--- src/rtl/program_loader.sv ---
// Byte-stream program loader: parses A5/LEN_HI/LEN_LO/data frames into 16-bit instruction RAM writes.
// Define PROGRAM_LOADER_CHECKSUM_EN to require a trailing XOR checksum byte per frame.
module program_loader #(
    parameter int unsigned ADDR_WIDTH     = 8,
    parameter int unsigned TIMEOUT_CYCLES = 16_000_000
) (
    input  logic                  i_clk,
    input  logic                  i_reset,
    input  logic [7:0]            i_byte,
    input  logic                  i_valid,
    output logic                  o_wr_en,
    output logic [ADDR_WIDTH-1:0] o_wr_addr,
    output logic [15:0]           o_wr_data,
    output logic                  o_hold,
    output logic                  o_done,
    output logic                  o_error
);

    localparam int unsigned TimerWidth = $clog2(TIMEOUT_CYCLES + 1);
    localparam logic [7:0]  SyncByte   = 8'hA5;
    localparam logic [31:0] MaxWords   = 32'(1) << ADDR_WIDTH;

    typedef enum logic [2:0] {
        StIdle,
        StLenHi,
        StLenLo,
        StDataHi,
        StDataLo,
        StCheck,
        StError
    } state_e;

    state_e                  state_q, state_d;
    logic [7:0]              len_hi_q, len_hi_d;
    logic [ADDR_WIDTH:0]     len_q, len_d;
    logic [ADDR_WIDTH:0]     cnt_q, cnt_d;
    logic [ADDR_WIDTH-1:0]   addr_q, addr_d;
    logic [7:0]              hi_q, hi_d;
    logic [TimerWidth-1:0]   timer_q, timer_d;
    logic                    wr_en_q, wr_en_d;
    logic [ADDR_WIDTH-1:0]   wr_addr_q, wr_addr_d;
    logic [15:0]             wr_data_q, wr_data_d;
    logic                    done_q, done_d;
    logic                    error_q, error_d;
`ifdef PROGRAM_LOADER_CHECKSUM_EN
    logic [7:0]              csum_q, csum_d;
`endif
    logic [31:0]             n_words;
    logic                    busy;

    assign busy = (state_q == StLenHi) || (state_q == StLenLo) || (state_q == StDataHi) ||
                  (state_q == StDataLo) || (state_q == StCheck);

    always_comb begin
        state_d   = state_q;
        len_hi_d  = len_hi_q;
        len_d     = len_q;
        cnt_d     = cnt_q;
        addr_d    = addr_q;
        hi_d      = hi_q;
        timer_d   = timer_q;
        wr_en_d   = 1'b0;
        wr_addr_d = wr_addr_q;
        wr_data_d = wr_data_q;
        done_d    = done_q;
        error_d   = error_q;
`ifdef PROGRAM_LOADER_CHECKSUM_EN
        csum_d    = csum_q;
`endif
        n_words   = {16'h0000, len_hi_q, i_byte};

        if (i_valid) begin
            timer_d = '0;
            case (state_q)
                StIdle, StError: begin
                    // Outside a frame only the sync byte matters; it starts a fresh image.
                    if (i_byte == SyncByte) begin
                        state_d = StLenHi;
                        done_d  = 1'b0;
                        error_d = 1'b0;
                        addr_d  = '0;
                        cnt_d   = '0;
`ifdef PROGRAM_LOADER_CHECKSUM_EN
                        csum_d  = '0;
`endif
                    end
                end
                StLenHi: begin
                    len_hi_d = i_byte;
                    state_d  = StLenLo;
                end
                StLenLo: begin
                    if ((n_words == 32'd0) || (n_words > MaxWords)) begin
                        state_d = StError;
                        error_d = 1'b1;
                    end else begin
                        len_d   = n_words[ADDR_WIDTH:0];
                        state_d = StDataHi;
                    end
                end
                StDataHi: begin
                    hi_d    = i_byte;
                    state_d = StDataLo;
`ifdef PROGRAM_LOADER_CHECKSUM_EN
                    csum_d  = csum_q ^ i_byte;
`endif
                end
                StDataLo: begin
                    wr_en_d   = 1'b1;
                    wr_addr_d = addr_q;
                    wr_data_d = {hi_q, i_byte};
                    addr_d    = addr_q + 1'b1;
                    cnt_d     = cnt_q + 1'b1;
`ifdef PROGRAM_LOADER_CHECKSUM_EN
                    csum_d    = csum_q ^ i_byte;
`endif
                    if (cnt_d == len_q) begin
`ifdef PROGRAM_LOADER_CHECKSUM_EN
                        state_d = StCheck;
`else
                        state_d = StIdle;
                        done_d  = 1'b1;
`endif
                    end else begin
                        state_d = StDataHi;
                    end
                end
`ifdef PROGRAM_LOADER_CHECKSUM_EN
                StCheck: begin
                    if (i_byte == csum_q) begin
                        state_d = StIdle;
                        done_d  = 1'b1;
                    end else begin
                        state_d = StError;
                        error_d = 1'b1;
                    end
                end
`endif
                default: state_d = StIdle;
            endcase
        end else if (busy) begin
            // A byte in the same cycle always wins over the timeout, so only idle cycles count.
            if (timer_q == TimerWidth'(TIMEOUT_CYCLES - 1)) begin
                state_d = StError;
                error_d = 1'b1;
                timer_d = '0;
            end else begin
                timer_d = timer_q + 1'b1;
            end
        end
    end

    always_ff @(posedge i_clk or posedge i_reset) begin
        if (i_reset) begin
            state_q   <= StIdle;
            len_hi_q  <= '0;
            len_q     <= '0;
            cnt_q     <= '0;
            addr_q    <= '0;
            hi_q      <= '0;
            timer_q   <= '0;
            wr_en_q   <= 1'b0;
            wr_addr_q <= '0;
            wr_data_q <= '0;
            done_q    <= 1'b0;
            error_q   <= 1'b0;
`ifdef PROGRAM_LOADER_CHECKSUM_EN
            csum_q    <= '0;
`endif
        end else begin
            state_q   <= state_d;
            len_hi_q  <= len_hi_d;
            len_q     <= len_d;
            cnt_q     <= cnt_d;
            addr_q    <= addr_d;
            hi_q      <= hi_d;
            timer_q   <= timer_d;
            wr_en_q   <= wr_en_d;
            wr_addr_q <= wr_addr_d;
            wr_data_q <= wr_data_d;
            done_q    <= done_d;
            error_q   <= error_d;
`ifdef PROGRAM_LOADER_CHECKSUM_EN
            csum_q    <= csum_d;
`endif
        end
    end

    assign o_wr_en   = wr_en_q;
    assign o_wr_addr = wr_addr_q;
    assign o_wr_data = wr_data_q;
    assign o_hold    = busy;
    assign o_done    = done_q;
    assign o_error   = error_q;

endmodule
--- config.mk ---
export PLATFORM = sky130hd
export DESIGN_NAME = program_loader
export DESIGN_NICKNAME = d
export VERILOG_FILES = /design/src/rtl/program_loader.sv
export SDC_FILE = /design/constraint.sdc
export NUM_CORES = 1
export LEC_CHECK = 0
export ABC_AREA = 1
export CAP_MARGIN = 5
export CORE_ASPECT_RATIO = 0.5
export CORE_UTILIZATION = 45
export CTS_CLUSTER_DIAMETER = 200
export CTS_CLUSTER_SIZE = 8
export DETAILED_ROUTE_END_ITERATION = 12
export PLACE_DENSITY_LB_ADDON = 0.08
export SYNTH_ARGS = -nofsm -noshare
export SYNTH_HDL_FRONTEND = slang
export SYNTH_SLANG_ARGS = --single-unit
--- constraint.sdc ---
create_clock -name i_clk -period 7.4 [get_ports i_clk]
set_input_delay 1.48 -clock i_clk [delete_from_list [all_inputs] [get_ports i_clk]]
set_output_delay 1.48 -clock i_clk [all_outputs]
set_load 0.005 [all_outputs]
### Word-level counts from Yosys, hierarchy flattened

Index checks and enable logic that the tools add are counted.

* bits in registers: 96
* output and inout bits: 28
* word-level logic and storage cells: 74

* $add $sub $neg: 3
* magnitude comparators: 1
* equality and inequality tests: 14
* muxes and demuxes: 24
* bitwise logic cells: 1
* reduce and logical (&&, ||, !) cells: 19

Operator list (count)
* 24-bit two-way mux: 3
* 24-bit by 1-bit adder with 24-bit output, second input constant: 1
* 24-bit == test, second input constant: 1
* 9-bit case mux with 2 select lines: 1
* 16-bit by 9-bit greater-than comparator with 1-bit output, second input constant: 1
* 16-bit logical NOT: 1
* 8-bit case mux with 2 select lines: 1
* 3-bit two-way mux: 5
* 3-bit case mux with 5 select lines: 1
* 9-bit by 1-bit adder with 9-bit output, second input constant: 1
* 3-bit == test, second input constant: 3
* 9-bit == test: 1
* 9-bit two-way mux: 1
* 3-bit AND reduction: 3
* 8-bit by 1-bit adder with 8-bit output, second input constant: 1
* 8-bit == test, second input constant: 1
* 1-bit two-way mux: 8
* 8-bit two-way mux: 1
* 3-bit by 2-bit == test with 1-bit output, second input constant: 2
* 2-bit AND reduction: 3
* 2-bit nonzero test: 3
* 1-bit logical OR: 5
* 5-bit AND reduction: 1
* 1-bit case mux with 2 select lines: 2
* 11 further kinds: 11

### Longest topological paths before layout

* word-level depth: 7
* gate-level depth with buffers: 14

### Worst setup path before layout

No wires, ideal clock.

* kind: input to register
* start point: input i_byte[6]
* end point: register len_q[8]
* setup time: 126 ps
* arrival time: 2432 ps
* setup slack: 4842 ps
* cell stages on the path: 9
* path buffers: 1
* path through: inv_1 -> nand4_1 -> nor2_1 -> nand4_1 -> nand2_1 -> nand3_2 -> buf_2 -> nand2_1 -> o21ai_0

* word-level cells in the longest chain between the ends: 4
* elaborated cells between the ends (all ways): 5

Ends and longest elaborated chain
* start: declaration: RTL line 9 `input logic [7:0] i_byte,`
* 16-bit by 9-bit greater-than comparator with 1-bit output or 16-bit logical NOT (tied branches): RTL line 93 `if ((n_words == 32'd0) || (n_words > MaxWords)) begin`
* 1-bit logical OR (*): RTL line 93
* 1-bit inverter (no line) (*)
* 3-bit AND reduction (no line) (*)
* end signal: assignment: RTL line 173 `len_q <= len_d;`
* end: declaration: RTL line 35 `logic [ADDR_WIDTH:0] len_q, len_d;`

Every way passes the cells marked *; elsewhere a longest branch is shown, timed or not.
A chain may end at the register's enable or synchronous reset.

### Final worst setup path

* start point: register state_q[2]
* end point: output o_hold

* word-level cells in the longest chain between the ends: 5
* elaborated cells between the ends (all ways): 9

Ends and longest elaborated chain
* start: declaration: RTL line 33 `state_e state_q, state_d;`
* start signal: assignment: RTL line 155 `state_q <= StIdle;`
* start signal: assignment: RTL line 171 `state_q <= state_d;`
* 3-bit by 1-bit == test with 1-bit output or 3-bit by 2-bit == test with 1-bit output (tied branches): RTL line 51 `assign busy = (state_q == StLenHi) || (state_q == StLenLo) || (state_q == StDataHi) ||`
* 1-bit logical OR (3 in series): RTL line 51
* 1-bit logical OR (*): RTL line 52 `(state_q == StDataLo) || (state_q == StCheck);`
* end: declaration: RTL line 14 `output logic o_hold,`

Marks and branches as above.

==> results_dict.tcl <==
set metrics [dict create \
    use_met3 0.05879 \
    worst_pin_slew_ns 1.049 \
    firstDrtPassIters 4 \
    post-cts-setup-buffers 0 \
    ys_seq_elements 96 \
    ios 39 \
    fmax_mhz 320.7 \
    synth-main-ff-cell "dfrtp_1" \
    hold_viol 0 \
    cp.arrival_ns 1.64 \
    async_flop_share 1.000 \
    die-area_um2 11110 \
    syn-cell-area_um2 4801 \
    yosysUniqueCellTypes 39 \
    syn_nets 618 \
    synth_top_area_share 0.5004 \
    place_hpwl_um 7286 \
    slew_violations 0 \
    overflow 0 \
    drive_gt1_frac 0.07419 \
    use_met2 0.3245 \
    clockRootBuffer "clkbuf_16" \
    cts_tree "yes" \
    min_period_over_period 0.4214 \
    routed_via_density 4.935 \
    grt_pass1_vias 3669 \
    rsz0062_at_grt "no" \
    place.gp.congestion 0.8610 \
    syn_inst 604 \
    nFillCells 994 \
    grt_pass1_wl_um 17860 \
    fp.dieH_um 75.04 \
    antenna_cells 0 \
    irDropWorstVdd_mv 0.1548 \
    min_path_type "reg -> reg" \
    globalRouteMet1Util 0.2959 \
    coreArea_um2 10280 \
    wirelength_um 10590 \
    power_density_nw_per_um2 339.9 \
    route.detailed.drc 0 \
    crit_type "reg -> out" \
    synth_edf_count 0 \
    ctsLongestPathBuffers 2 \
    start_kind "flop" \
    ctsHoldBuffers 0 \
    max-cap-violations 0 \
    ys_warn_count 0 \
    busiest_layer "met2" \
    layout_common_cells "168 x nand2_1, 96 x dfrtp_1, 72 x inv_1" \
    ys_top_cells_by_area "dfrtp_1 50%, nand2_1 13%, o21ai_0 6.7%" \
    yosysSeqAreaShare 0.5004 \
    placement_rows 26 \
    fin_skew_ns 0.01114 \
    ctsResizeCount 0 \
    drtIter0Drc 211 \
    path_max_fanout 5 \
    io_buffers 38 \
    numCtsBuffers 9 \
    antenna_found_initial 0 \
    timing.hold.ws_ns 0.4848 \
    clkLatencyLatePin_ns 0.36 \
    worstSetupEndpointType "primary output" \
    min_period_ns 3.118 \
    maxSlewHeadroom 0.3004 \
    fin_area_um2 5617 \
    route.detailed.wl_per_inst_um 13.45 \
    dieWidth_um 148.1 \
    p_leak_uw 0.002624 \
    grt_max_degree 85 \
    status "complete, no violations" \
    path_clk_slew_ns 0.08 \
    ant_nets 0 \
    synth_area_per_cell_um2 7.948 \
    fin_nets 656 \
    finalSetupTns_ns 0 \
    cts_sinks 96 \
    route.vias.total 3884 \
    h-tree-depth 3 \
    syn_to_final_growth_pct 16.99 \
    grt_usage 0.2116 \
    worstPathRequired_ns 5.92 \
    start_util 0.4670 \
    synth_top_area_cell "dfrtp_1" \
    finalSetupViolCount 0 \
    placed_cell_area_um2 5313 \
    final_common_cell "nand2_1" \
]
## critical path: stages (launching register included)
cell and delay, ns:
dfrtp_1 0.39, inv_1 0.09, nand2_1 0.11, nand3_2 0.17, clkdlybuf4s50_1 0.52
## per-layer routing
layer | up-vias | part of all wire
met5 | - | 0
met4 | 0 | 0.0086
met3 | 8 | 0.049
met2 | 57 | 0.43
met1 | 1769 | 0.51
li1 | 2050 | -
## sequential cells by signal, indices dropped and copies added, names as in the netlist
name,flops
o_wr_en,1
o_wr_addr,8
o_error,1
timer_q,24
hi_q,8
len_q,9
o_wr_data,16
len_hi_q,8
cnt_q,9
o_done,1
state_q,3
addr_q,8
## through the flow
step	power (uW)	setup slack (ns)	util	instances
global placement	1442	3.980	0.5168	771
finish	1909	4.282	0.5464	787
floorplan	1196	3.415	-	604
CTS	1933	4.273	0.5464	787
detailed placement	1445	3.956	0.5168	771
global route	2061	4.113	0.5464	787
## layout make-up
class / instances / area [um2] / share of cell area
sequential: 96 / 2402 / 0.4277
inverter: 76 / 287.8 / 0.05124
tap: 140 / 175.2 / 0.03119
clock buffer: 9 / 225.2 / 0.04010
timing repair buffer: 40 / 395.4 / 0.07039
clock inverter: 7 / 78.83 / 0.01403
multi-input combinational: 419 / 2052 / 0.3653
## synth_stat cells (2+ instances only)
cell and instances:
o32ai_1 2, xor2_1 2, nor2_4 5, nand3b_1 2, o21ai_0 64, inv_1 73, or2_2 2, nand4_1 16
nand2_1 168, nor4_1 5, dfrtp_1 96, nor3_1 11, buf_2 4, xnor2_1 2, inv_2 3, nand2_2 3
nor2_1 48, o22ai_1 5, a21oi_1 15, nand3_1 37, clkbuf_1 8, o21ai_1 7, ha_1 3, nand3_2 6
nor2_2 2, nand2_4 2
## final timing paths
check | start | to | slack, ns | cells after the start
worst max-delay path | state_q[2] | o_hold | 4.28 | 4
max in group asynchronous | i_reset | cnt_q[6] | 4.77 | 3
worst max register to register | timer_q[0] | timer_q[2] | 5.30 | 10
worst min register to register | hi_q[4] | o_wr_data[12] | 0.48 | 2
worst min-delay path | hi_q[4] | o_wr_data[12] | 0.48 | 2
min in group asynchronous | i_reset | timer_q[15] | 1.38 | 2
## power breakdown
part	leakage (uW)	internal (uW)	switching, uW
combinational	0.00120	270	348
sequential	0.00127	692	125
clock	0.000151	242	232
## cells by family after synthesis
logic type | synth area share
buf+inv | 0.07219
simple gates | 0.3054
fa+ha+maj | 0.007819
compound gates | 0.1069
xor+xnor | 0.007299
flops | 0.5004
No activity file was read; power rests on OpenSTA's default activity.
